$ cat config.mk
export PLATFORM = sky130hd
export DESIGN_NAME = alu_muldiv_seq_flat
export DESIGN_NICKNAME = d
export VERILOG_FILES = /design/src/rtl/alu_muldiv_seq_pkg.sv /design/src/rtl/alu_muldiv_seq_if.sv /design/src/rtl/alu_muldiv_seq_muldiv_iter.sv /design/src/rtl/alu_muldiv_seq.sv /design/src/flat_wrapper.sv
export SDC_FILE = /design/constraint.sdc
export NUM_CORES = 1
export LEC_CHECK = 0
export BUFFER_PORTS_ARGS = -buffer_cell sky130_fd_sc_hd__buf_2
export CELL_PAD_IN_SITES_DETAIL_PLACEMENT = 0
export CELL_PAD_IN_SITES_GLOBAL_PLACEMENT = 1
export CORE_ASPECT_RATIO = 0.5
export CORE_MARGIN = 8
export CORE_UTILIZATION = 48
export CTS_BUF_LIST = sky130_fd_sc_hd__clkbuf_4 sky130_fd_sc_hd__clkbuf_8
export DETAILED_ROUTE_END_ITERATION = 16
export GPL_TIMING_DRIVEN = 1
export PLACE_DENSITY_LB_ADDON = 0.1
export SLEW_MARGIN = 0
export SYNTH_ARGS = -nofsm -noshare
export SYNTH_HDL_FRONTEND = slang
export SYNTH_SLANG_ARGS = --single-unit
$ cat constraint.sdc
create_clock -name CLK -period 6.15 [get_ports CLK]
set_clock_uncertainty 0.05 [all_clocks]
set_input_delay 1.845 -clock CLK [delete_from_list [all_inputs] [get_ports CLK]]
set_output_delay 1.845 -clock CLK [all_outputs]
set_load 0.01 [all_outputs]
$ cat src/rtl/alu_muldiv_seq_pkg.sv
// Shared op encodings, FSM state codes and helpers for the EX-stage ALU with
// iterative multiply/divide.
package alu_pkg;

    typedef enum logic [4:0] {
        ALU_ADD    = 5'd0,
        ALU_SUB    = 5'd1,
        ALU_SLL    = 5'd2,
        ALU_SLT    = 5'd3,
        ALU_SLTU   = 5'd4,
        ALU_XOR    = 5'd5,
        ALU_SRL    = 5'd6,
        ALU_SRA    = 5'd7,
        ALU_OR     = 5'd8,
        ALU_AND    = 5'd9,
        ALU_MUL    = 5'd10,
        ALU_MULH   = 5'd11,
        ALU_MULHSU = 5'd12,
        ALU_MULHU  = 5'd13,
        ALU_DIV    = 5'd14,
        ALU_DIVU   = 5'd15,
        ALU_REM    = 5'd16,
        ALU_REMU   = 5'd17
    } alu_op_e;

    typedef logic [1:0] state_t;

    localparam state_t ST_IDLE = 2'd0;
    localparam state_t ST_CALC = 2'd1;
    localparam state_t ST_DONE = 2'd2;

    function automatic logic is_iterative(input logic [4:0] op);
        return (op >= ALU_MUL) && (op <= ALU_REMU);
    endfunction

endpackage

$ cat src/rtl/alu_muldiv_seq_if.sv
// Request/response bundle between the EX-stage issue logic and the ALU.
interface alu_muldiv_seq_if #(
    parameter int XLEN = 32
);
    logic            IN_VALID;
    logic            IN_READY;
    logic [4:0]      OP;
    logic [XLEN-1:0] DATA1;
    logic [XLEN-1:0] DATA2;
    logic            OUT_VALID;
    logic            OUT_READY;
    logic [XLEN-1:0] RESULT;
    logic            ZERO;
    logic            SIGN;
    logic            SLTU;

    modport master (
        output IN_VALID, OP, DATA1, DATA2, OUT_READY,
        input  IN_READY, OUT_VALID, RESULT, ZERO, SIGN, SLTU
    );

    modport slave (
        input  IN_VALID, OP, DATA1, DATA2, OUT_READY,
        output IN_READY, OUT_VALID, RESULT, ZERO, SIGN, SLTU
    );
endinterface

$ cat src/rtl/alu_muldiv_seq_muldiv_iter.sv
// Bit-serial multiply (shift-add) and restoring divide on operand magnitudes,
// with sign correction and hi/lo or quotient/remainder selection at the end.
module muldiv_iter
    import alu_pkg::*;
#(
    parameter int XLEN = 32
) (
    input  logic            i_clk,
    input  logic            i_rst_n,
    input  logic            i_start,
    input  logic [4:0]      i_op,
    input  logic [XLEN-1:0] i_a,
    input  logic [XLEN-1:0] i_b,
    output logic            o_done,
    output logic [XLEN-1:0] o_result
);
    localparam int CW = $clog2(XLEN) + 1;
    localparam logic [CW-1:0] CNT_MAX = CW'(XLEN);

    logic            r_busy;
    logic            r_is_div;
    logic            r_neg;
    logic            r_neg_rem;
    logic [4:0]      r_op;
    logic [XLEN-1:0] r_b;
    logic [XLEN-1:0] r_hi;
    logic [XLEN-1:0] r_lo;
    logic [CW-1:0]   r_cnt;

    logic              w_a_neg;
    logic              w_b_neg;
    logic              w_is_div;
    logic [XLEN-1:0]   w_a_mag;
    logic [XLEN-1:0]   w_b_mag;
    logic [XLEN:0]     w_sum;
    logic [XLEN:0]     w_shift;
    logic [XLEN:0]     w_diff;
    logic [2*XLEN-1:0] w_prod;
    logic [2*XLEN-1:0] w_prod_fix;
    logic [XLEN-1:0]   w_quot;
    logic [XLEN-1:0]   w_rem;

    assign w_a_neg = i_a[XLEN-1] && ((i_op == ALU_MULH) || (i_op == ALU_MULHSU) ||
                                     (i_op == ALU_DIV)  || (i_op == ALU_REM));
    assign w_b_neg = i_b[XLEN-1] && ((i_op == ALU_MULH) || (i_op == ALU_DIV) ||
                                     (i_op == ALU_REM));
    assign w_is_div = (i_op >= ALU_DIV);
    assign w_a_mag  = w_a_neg ? -i_a : i_a;
    assign w_b_mag  = w_b_neg ? -i_b : i_b;

    // Multiply: r_lo holds the multiplier and collects low product bits.
    // Divide: r_lo holds the dividend and collects quotient bits, r_hi the partial remainder.
    assign w_sum   = {1'b0, r_hi} + (r_lo[0] ? {1'b0, r_b} : '0);
    assign w_shift = {r_hi, r_lo[XLEN-1]};
    assign w_diff  = w_shift - {1'b0, r_b};

    assign o_done = r_busy && (r_cnt == CNT_MAX);

    always_ff @(posedge i_clk) begin
        if (!i_rst_n) begin
            r_busy    <= 1'b0;
            r_is_div  <= 1'b0;
            r_neg     <= 1'b0;
            r_neg_rem <= 1'b0;
            r_op      <= '0;
            r_b       <= '0;
            r_hi      <= '0;
            r_lo      <= '0;
            r_cnt     <= '0;
        end else if (i_start) begin
            r_busy    <= 1'b1;
            r_is_div  <= w_is_div;
            // A zero divisor must yield an all-ones quotient, so no negation then.
            r_neg     <= w_is_div ? ((w_a_neg ^ w_b_neg) && (i_b != '0)) : (w_a_neg ^ w_b_neg);
            r_neg_rem <= w_a_neg;
            r_op      <= i_op;
            r_b       <= w_b_mag;
            r_hi      <= '0;
            r_lo      <= w_a_mag;
            r_cnt     <= '0;
        end else if (r_busy) begin
            if (r_cnt == CNT_MAX) begin
                r_busy <= 1'b0;
            end else begin
                r_cnt <= r_cnt + CW'(1);
                if (r_is_div) begin
                    if (!w_diff[XLEN]) begin
                        r_hi <= w_diff[XLEN-1:0];
                        r_lo <= {r_lo[XLEN-2:0], 1'b1};
                    end else begin
                        r_hi <= w_shift[XLEN-1:0];
                        r_lo <= {r_lo[XLEN-2:0], 1'b0};
                    end
                end else begin
                    r_hi <= w_sum[XLEN:1];
                    r_lo <= {w_sum[0], r_lo[XLEN-1:1]};
                end
            end
        end
    end

    assign w_prod     = {r_hi, r_lo};
    assign w_prod_fix = r_neg ? -w_prod : w_prod;
    assign w_quot     = r_neg ? -r_lo : r_lo;
    assign w_rem      = r_neg_rem ? -r_hi : r_hi;

    always_comb begin
        o_result = '0;
        case (r_op)
            ALU_MUL:                          o_result = w_prod_fix[XLEN-1:0];
            ALU_MULH, ALU_MULHSU, ALU_MULHU:  o_result = w_prod_fix[2*XLEN-1:XLEN];
            ALU_DIV, ALU_DIVU:                o_result = w_quot;
            ALU_REM, ALU_REMU:                o_result = w_rem;
            default:                          o_result = '0;
        endcase
    end
endmodule

$ cat src/rtl/alu_muldiv_seq.sv
// EX-stage ALU: single-cycle RV32I ops, iterative RV32M ops, valid/ready on both sides.
//   state   | meaning
//   IDLE    | accepting requests; basic ops complete on the accept edge
//   CALC    | muldiv_iter running one bit per cycle
//   DONE    | waiting for a free output slot to publish the mul/div result
module alu_muldiv_seq
    import alu_pkg::*;
#(
    parameter int XLEN = 32,
    parameter int SHW  = $clog2(XLEN)
) (
    input  logic             CLK,
    input  logic             RESET_N,
    alu_muldiv_seq_if.slave  bus
);
    state_t          r_state;
    logic            r_out_valid;
    logic [XLEN-1:0] r_result;

    logic            w_slot_free;
    logic            w_in_ready;
    logic            w_accept;
    logic            w_iter_op;
    logic            w_iter_start;
    logic            w_md_done;
    logic [XLEN-1:0] w_md_result;
    logic [XLEN-1:0] w_basic;
    logic [SHW-1:0]  w_shamt;

    assign w_slot_free  = !r_out_valid || bus.OUT_READY;
    assign w_in_ready   = (r_state == ST_IDLE) && w_slot_free;
    assign w_accept     = bus.IN_VALID && w_in_ready;
    assign w_iter_op    = is_iterative(bus.OP);
    assign w_iter_start = w_accept && w_iter_op;
    assign w_shamt      = bus.DATA2[SHW-1:0];

    always_comb begin
        w_basic = '0;
        case (bus.OP)
            ALU_ADD:  w_basic = bus.DATA1 + bus.DATA2;
            ALU_SUB:  w_basic = bus.DATA1 - bus.DATA2;
            ALU_SLL:  w_basic = bus.DATA1 << w_shamt;
            ALU_SLT:  w_basic = {{(XLEN-1){1'b0}}, $signed(bus.DATA1) < $signed(bus.DATA2)};
            ALU_SLTU: w_basic = {{(XLEN-1){1'b0}}, bus.DATA1 < bus.DATA2};
            ALU_XOR:  w_basic = bus.DATA1 ^ bus.DATA2;
            ALU_SRL:  w_basic = bus.DATA1 >> w_shamt;
            ALU_SRA:  w_basic = $unsigned($signed(bus.DATA1) >>> w_shamt);
            ALU_OR:   w_basic = bus.DATA1 | bus.DATA2;
            ALU_AND:  w_basic = bus.DATA1 & bus.DATA2;
            default:  w_basic = '0;
        endcase
    end

    muldiv_iter #(
        .XLEN (XLEN)
    ) u_muldiv_iter (
        .i_clk    (CLK),
        .i_rst_n  (RESET_N),
        .i_start  (w_iter_start),
        .i_op     (bus.OP),
        .i_a      (bus.DATA1),
        .i_b      (bus.DATA2),
        .o_done   (w_md_done),
        .o_result (w_md_result)
    );

    always_ff @(posedge CLK) begin
        if (!RESET_N) begin
            r_state     <= ST_IDLE;
            r_out_valid <= 1'b0;
            r_result    <= '0;
        end else begin
            if (r_out_valid && bus.OUT_READY) begin
                r_out_valid <= 1'b0;
            end
            case (r_state)
                ST_IDLE: begin
                    if (w_accept) begin
                        if (w_iter_op) begin
                            r_state <= ST_CALC;
                        end else begin
                            r_result    <= w_basic;
                            r_out_valid <= 1'b1;
                        end
                    end
                end
                ST_CALC: begin
                    if (w_md_done) begin
                        r_state <= ST_DONE;
                    end
                end
                ST_DONE: begin
                    if (w_slot_free) begin
                        r_result    <= w_md_result;
                        r_out_valid <= 1'b1;
                        r_state     <= ST_IDLE;
                    end
                end
                default: r_state <= ST_IDLE;
            endcase
        end
    end

    assign bus.IN_READY  = w_in_ready;
    assign bus.OUT_VALID = r_out_valid;
    assign bus.RESULT    = r_result;
    assign bus.ZERO      = (r_result == '0);
    assign bus.SIGN      = r_result[XLEN-1];
    assign bus.SLTU      = r_result[0];
endmodule

$ cat src/flat_wrapper.sv
// flat-port wrapper written by rule: the top's interface ports become plain ports
module alu_muldiv_seq_flat import alu_pkg::*;
#(
    parameter int XLEN = 32,
    parameter int SHW  = $clog2(XLEN)
)
  (CLK, RESET_N, bus_IN_VALID, bus_OP, bus_DATA1, bus_DATA2, bus_OUT_READY, bus_IN_READY, bus_OUT_VALID, bus_RESULT, bus_ZERO, bus_SIGN, bus_SLTU);
  alu_muldiv_seq_if #(.XLEN(XLEN)) bus_i ();
  input  logic CLK;
  input  logic RESET_N;
  input wire logic [$bits(bus_i.IN_VALID)-1:0] bus_IN_VALID;
  input wire logic [$bits(bus_i.OP)-1:0] bus_OP;
  input wire logic [$bits(bus_i.DATA1)-1:0] bus_DATA1;
  input wire logic [$bits(bus_i.DATA2)-1:0] bus_DATA2;
  input wire logic [$bits(bus_i.OUT_READY)-1:0] bus_OUT_READY;
  output wire logic [$bits(bus_i.IN_READY)-1:0] bus_IN_READY;
  output wire logic [$bits(bus_i.OUT_VALID)-1:0] bus_OUT_VALID;
  output wire logic [$bits(bus_i.RESULT)-1:0] bus_RESULT;
  output wire logic [$bits(bus_i.ZERO)-1:0] bus_ZERO;
  output wire logic [$bits(bus_i.SIGN)-1:0] bus_SIGN;
  output wire logic [$bits(bus_i.SLTU)-1:0] bus_SLTU;
  assign bus_i.IN_VALID = bus_IN_VALID;
  assign bus_i.OP = bus_OP;
  assign bus_i.DATA1 = bus_DATA1;
  assign bus_i.DATA2 = bus_DATA2;
  assign bus_i.OUT_READY = bus_OUT_READY;
  assign bus_IN_READY = bus_i.IN_READY;
  assign bus_OUT_VALID = bus_i.OUT_VALID;
  assign bus_RESULT = bus_i.RESULT;
  assign bus_ZERO = bus_i.ZERO;
  assign bus_SIGN = bus_i.SIGN;
  assign bus_SLTU = bus_i.SLTU;
  alu_muldiv_seq #(.XLEN(XLEN), .SHW(SHW)) u_core (.CLK(CLK), .RESET_N(RESET_N), .bus(bus_i));
endmodule
After elaboration in Yosys (flattened, before gate mapping). Cells that the tools add are included.

Bits in registers: 146. Bits in latches: 0. RAM bits: 0. ROM bits: 0. Memories kept: 0.

Add/sub/neg operators: 10. $mul: 0. Div/mod/pow operators: 0. $lt $le $gt $ge: 5. Equal/unequal tests: 30. Shifts and indexed selects: 3. Muxes and demuxes: 33. Bitwise operators: 6. Reductions and logical operators: 30.

Operator list (number): $mux 32 (14); $pmux 32 s10 (1); $neg 32->32 (4); $pmux 32 s4 (1); $lt 32x32->1 (2); $mux 64 (1); $neg 64->64 (1); $pmux 32 s2 (1); $eq 5x4->1 const B (11); $add 32x32->33 (1); $sub 33x32->33 (1); $add 32x32->32 (1); $and 32x32->32 (1); $logic_not 32->1 (1); $or 32x32->32 (1); $reduce_bool 32->1 (1); $shl 32x5->32 (1); $shr 32x5->32 (1); $sshr 32x5->32 (1); $sub 32x32->32 (1); $xor 32x32->32 (1); $eq 5x3->1 const B (4); $eq 5x5->1 const B (3); $eq 5x2->1 const B (2); 25 further kinds (60).

Longest topological paths before layout.
Depth in word-level cells: 8. Depth in mapped cells: 16. Mapped depth without buffers: 13.

Hierarchy. A second synthesis with hierarchy kept.

Cells, all modules: 3148. Area, all modules: 22768.1 um^2.

Modules (own cells, without submodules): muldiv_iter (times used 1, cells an instance 1691, area each 12360.6 um^2, sequential area each 2222.1 um^2); alu_muldiv_seq (times used 1, cells an instance 1457, area each 10407.5 um^2, sequential area each 700.7 um^2).

Worst setup path after synthesis. No wires, ideal clock.

Kind: input to register. Start: input port bus_DATA2[2]. End: register u_core.r_result[30], in the netlist u_core.bus.RESULT[30]. Library setup time: 0.127 ns. Arrival time: 5.518 ns. Required time: 5.973 ns. Setup slack: 0.455 ns. Stages: 16. Path buffers: 5. Cells stage by stage: buf_2 > buf_1 > inv_1 > buf_1 > buf_1 > ha_1 > buf_2 > nor2b_1 > o211ai_1 > a21oi_1 > o41ai_2 > a21oi_1 > a2111oi_0 > nor2_1 > a2111oi_0 > o21ai_1.

Word-level cells in the longest chain between the ends: 5. Elaborated cells between the ends (all ways): 9. Those cells by class: add/sub: 2; shift: 3; mux: 4.

RTL lines: start, declared (line flat_wrapper.sv:14) `input wire logic [$bits(bus_i.DATA2)-1:0] bus_DATA2;`; $sub 32x32->32, or another cell as far along (line alu_muldiv_seq.sv:41) `ALU_SUB: w_basic = bus.DATA1 - bus.DATA2;`; $pmux 32 s10 * (line alu_muldiv_seq.sv:39) `case (bus.OP)`; $mux 32 * (line alu_muldiv_seq.sv:79) `if (w_iter_op) begin`; $mux 32 * (line alu_muldiv_seq.sv:78) `if (w_accept) begin`; $pmux 32 s2 * (line alu_muldiv_seq.sv:76) `case (r_state)`; end signal, assigned (line alu_muldiv_seq.sv:82) `r_result <= w_basic;`; end signal, assigned (line alu_muldiv_seq.sv:94) `r_result <= w_md_result;`; end, declared (line alu_muldiv_seq.sv:18) `logic [XLEN-1:0] r_result;`.

Mark *: on every way between the ends. The rest lies on a longest branch, timed or not. The select of a mux whose other input is x is not followed. A chain may end at the register's enable or synchronous reset.

Worst setup path after layout.
Start: input port bus_DATA1[8]. End: register u_core.r_result[11], in the netlist u_core.bus.RESULT[11].

Word-level cells in the longest chain between the ends: 5. Elaborated cells between the ends (all ways): 9. Those cells by class: add/sub: 2; shift: 3; mux: 4.

RTL lines: start, declared (line flat_wrapper.sv:13) `input wire logic [$bits(bus_i.DATA1)-1:0] bus_DATA1;`; $sub 32x32->32, or another cell as far along (line alu_muldiv_seq.sv:41); $pmux 32 s10 * (line alu_muldiv_seq.sv:39); $mux 32 * (line alu_muldiv_seq.sv:79); $mux 32 * (line alu_muldiv_seq.sv:78); $pmux 32 s2 * (line alu_muldiv_seq.sv:76).

Marks and branches as above.

==> flow_summary.json <==
{
  "fin_setup_tns_ns": 0,
  "cts_tree": "yes",
  "syn_avg_cell_area_sq_um": 7.15,
  "holdBufCountCts": 0,
  "root_buffer": "clkbuf_8",
  "worst_slew_pin_slew_ns": 1.21,
  "setup_viol_count_final": 0,
  "p_switching_mw": 1.94,
  "place_area_sq_um": 23900,
  "rsz0062_at_grt": "no",
  "fin_hold_ws_ns": 0.446,
  "syn_to_final_growth_pct": 5.64,
  "clock_latency_ns": 0.48,
  "drive_gt1_share_pct": 10.9,
  "worstPathRequired_ns": 6.44,
  "htreeDepth": 4,
  "yosysMostFrequentCell": "nand2_1",
  "first_global_vias": 23700,
  "clock.fmax_mhz": 192,
  "ys.flop_type": "dfxtp_1",
  "max_stage_delay_ns": 0.83,
  "ios": 110,
  "ys_types": 92,
  "cts_repair_resize_count": 0,
  "synth_top_area_cell": "dfxtp_1",
  "clk_pin_slew_ns": 0.09,
  "seq_power_share_pct": 27.9,
  "drt_iter0_drc": 3463,
  "crit_arrival_ns": 5.49,
  "wl_per_cell_um": 27.8,
  "path_cells": "buf_2, inv_1, ha_1, inv_1, nor4_1, a21boi_0, o21bai_1, a211o_1, nand2_1, xnor2_1, a2111oi_0, nor2_1",
  "synth.top_cells.by_area": "dfxtp_1 13%, ha_1 9.2%, a21oi_1 5.8%, o21ai_0 5.6%, mux4_2 5.6%",
  "nNetsFinal": 3399,
  "status": "finished, final reports clean",
  "synth_edf_count": 0,
  "fin_crit_ns": 5.20,
  "reg2regPathDepth": 13,
  "maxCapViolCount": 0,
  "critical_path.startpoint_type": "input pin",
  "grt_max_degree": 86,
  "power.total_mw": 4.01,
  "clock_sinks": 146,
  "power_density_nw_per_um2": 165,
  "p_leak_nw": 9.96,
  "slew_headroom_pct": 19.7,
  "numCtsBuffers": 17,
  "crit_family": "compound AO/OA/AOI/OAI gates",
  "final_antenna_net_count": 0,
  "num_vias": 26000,
  "crit_type": "in2reg",
  "period_share_pct": 84.6,
  "rows": 56,
  "setup_ws_ns": 0.945,
  "antenna_found_initial": 5,
  "die_area_sq_um": 55600,
  "grt-ovfl-total": 0,
  "dp_hpwl_mm": 81.5,
  "min_delay_path_depth": 2,
  "clockBufferDepth": 2,
  "critPathBufInv": 3,
  "cp_slowest_cell": "nor4_1",
  "clockPowerShare_pct": 18.5,
  "die_height_um": 171,
  "hp-class": "reg2reg",
  "drt_wl_total_mm": 106,
  "cts_setup_buffers": 0,
  "hold_violations": 0,
  "comb_power_share_pct": 53.7,
  "gp_congestion": 1.03,
  "synth.top_cell.area_share_pct": 12.7,
  "post_drt_via_cell_ratio": 6.83,
  "yosys_warnings": 0,
  "switching_share_pct": 48.2,
  "core_sq_um": 47100,
  "p_int_mw": 2.08,
  "cp_common_cell": "inv_1",
  "reg2reg_slack_ns": 1.96,
  "async_reset_ff_share_pct": 0,
  "netlist_area_sq_um": 23000,
  "portBuffers": 109,
  "fillers": 4780,
  "dr.pass1.iters": 8,
  "yosys-top-cells-count": "295 x nand2_1, 288 x nor2_1, 265 x a21oi_1",
  "syn_inst": 3216,
  "crit_path_end_kind": "flop",
  "slew_violations": 0,
  "grt_usage_pct": 35.9,
  "die_x_um": 326,
  "crit_fanout": 13,
  "dp.cells": 3771,
  "ys_ff_latch": 146,
  "syn-num-nets": 3463,
  "drcViolationCount": 0,
  "fin_cells": 3805,
  "synth_seq_area_share_pct": 12.7,
  "cp.depth": 12,
  "start_util_pct": 48.9,
  "vdd_drop_max_mv": 0.132,
  "final_area_sq_um": 24300,
  "grt_pass1_wl_mm": 155,
  "final_core_util_pct": 51.6,
  "place_ws_ns": 0.581
}
==> layout make-up <==
type	instances	area, sq um	share of cell area, %
inverters	174	653	2.69
repair buffers	185	1120	4.62
well taps	638	798	3.28
clock buffers	18	248	1.02
flip-flops and latches	146	2930	12.0
diodes	3	7.51	0.0309
multi-input cells	2628	18400	75.9
clock inverters	13	104	0.427
==> state kept, by name, summed over array words and instances, names as in the netlist <==
| signal | count |
|---|---|
| u_core.bus.RESULT | 32 |
| u_core.u_muldiv_iter.r_b | 32 |
| u_core.u_muldiv_iter.r_hi | 32 |
| u_core.u_muldiv_iter.r_lo | 32 |
| u_core.u_muldiv_iter.r_cnt | 6 |
| u_core.u_muldiv_iter.r_op | 5 |
| u_core.r_state | 2 |
| u_core.bus.OUT_VALID | 1 |
| u_core.u_muldiv_iter.r_busy | 1 |
| u_core.u_muldiv_iter.r_is_div | 1 |
| u_core.u_muldiv_iter.r_neg | 1 |
| u_core.u_muldiv_iter.r_neg_rem | 1 |
==> logic make-up (layout without fill, tap and decap cells) <==
kind of cell	Yosys count	after routing	share of synthesized area, %
AO/OA/AOI/OAI	1118	1118	32.2
AND/OR/NAND/NOR	965	965	19.8
buffers and inverters	442	390	7.39
XOR/XNOR	197	197	7.50
adder cells (fa/ha/maj)	174	174	9.59
multiplexers	174	174	10.8
flip-flops	146	146	12.7
other	0	3	0
==> power groups by stage <==
| stage | Sequential (mW) | Combinational [mW] | Clock, mW |
|---|---|---|---|
| finish | 1.12 | 2.15 | 0.742 |
| floorplan | 1.08 | 1.48 | 0 |
| CTS | 1.11 | 2.09 | 0.746 |
| global route | 1.12 | 2.30 | 0.787 |
| global placement | 1.13 | 2.08 | 0 |
| detailed placement | 1.13 | 2.08 | 0 |
==> layer usage <==
layer / share of wire (%) / track usage [%] / vias up
li1: - / - / 11800
met1: 43 / 49.0 / 12500
met2: 42 / 54.4 / 1488
met3: 12 / 10.5 / 208
met4: 3.4 / 11.3 / 2
met5: 0.010 / 0 / -
==> worst min-delay path: stages, from the launching register on <==
cell and delay, ns:
dfxtp_1 0.34, nand2_1 0.05, a21boi_0 0.06
==> placed cells by master (no fill, tap or decap), types with 51 or more instances in the layout <==
cell,n
a21oi_1,265
ha_1,170
inv_1,171
o211ai_1,71
o211a_1,59
xor2_1,67
nand2_1,295
dfxtp_1,144
xnor2_1,130
mux2i_1,96
nand3_1,73
buf_2,106
buf_4,79
a211oi_1,51
nor2_1,288
mux4_2,57
nor3_1,66
o21ai_0,259
==> path summary, 6_finish.rpt <==
check	startpoint	to
max	bus_DATA1[8]	u_core.bus.RESULT[11]$_SDFFE_PN0P_
min	u_core.u_muldiv_iter.r_b[31]$_SDFFE_PN0P_	u_core.u_muldiv_iter.r_b[31]$_SDFFE_PN0P_
max reg2reg	u_core.u_muldiv_iter.r_lo[31]$_SDFFE_PN0P_	u_core.u_muldiv_iter.r_hi[19]$_SDFFE_PP0P_
min reg2reg	u_core.u_muldiv_iter.r_b[31]$_SDFFE_PN0P_	u_core.u_muldiv_iter.r_b[31]$_SDFFE_PN0P_
Power figures use the tool's default switching activity.
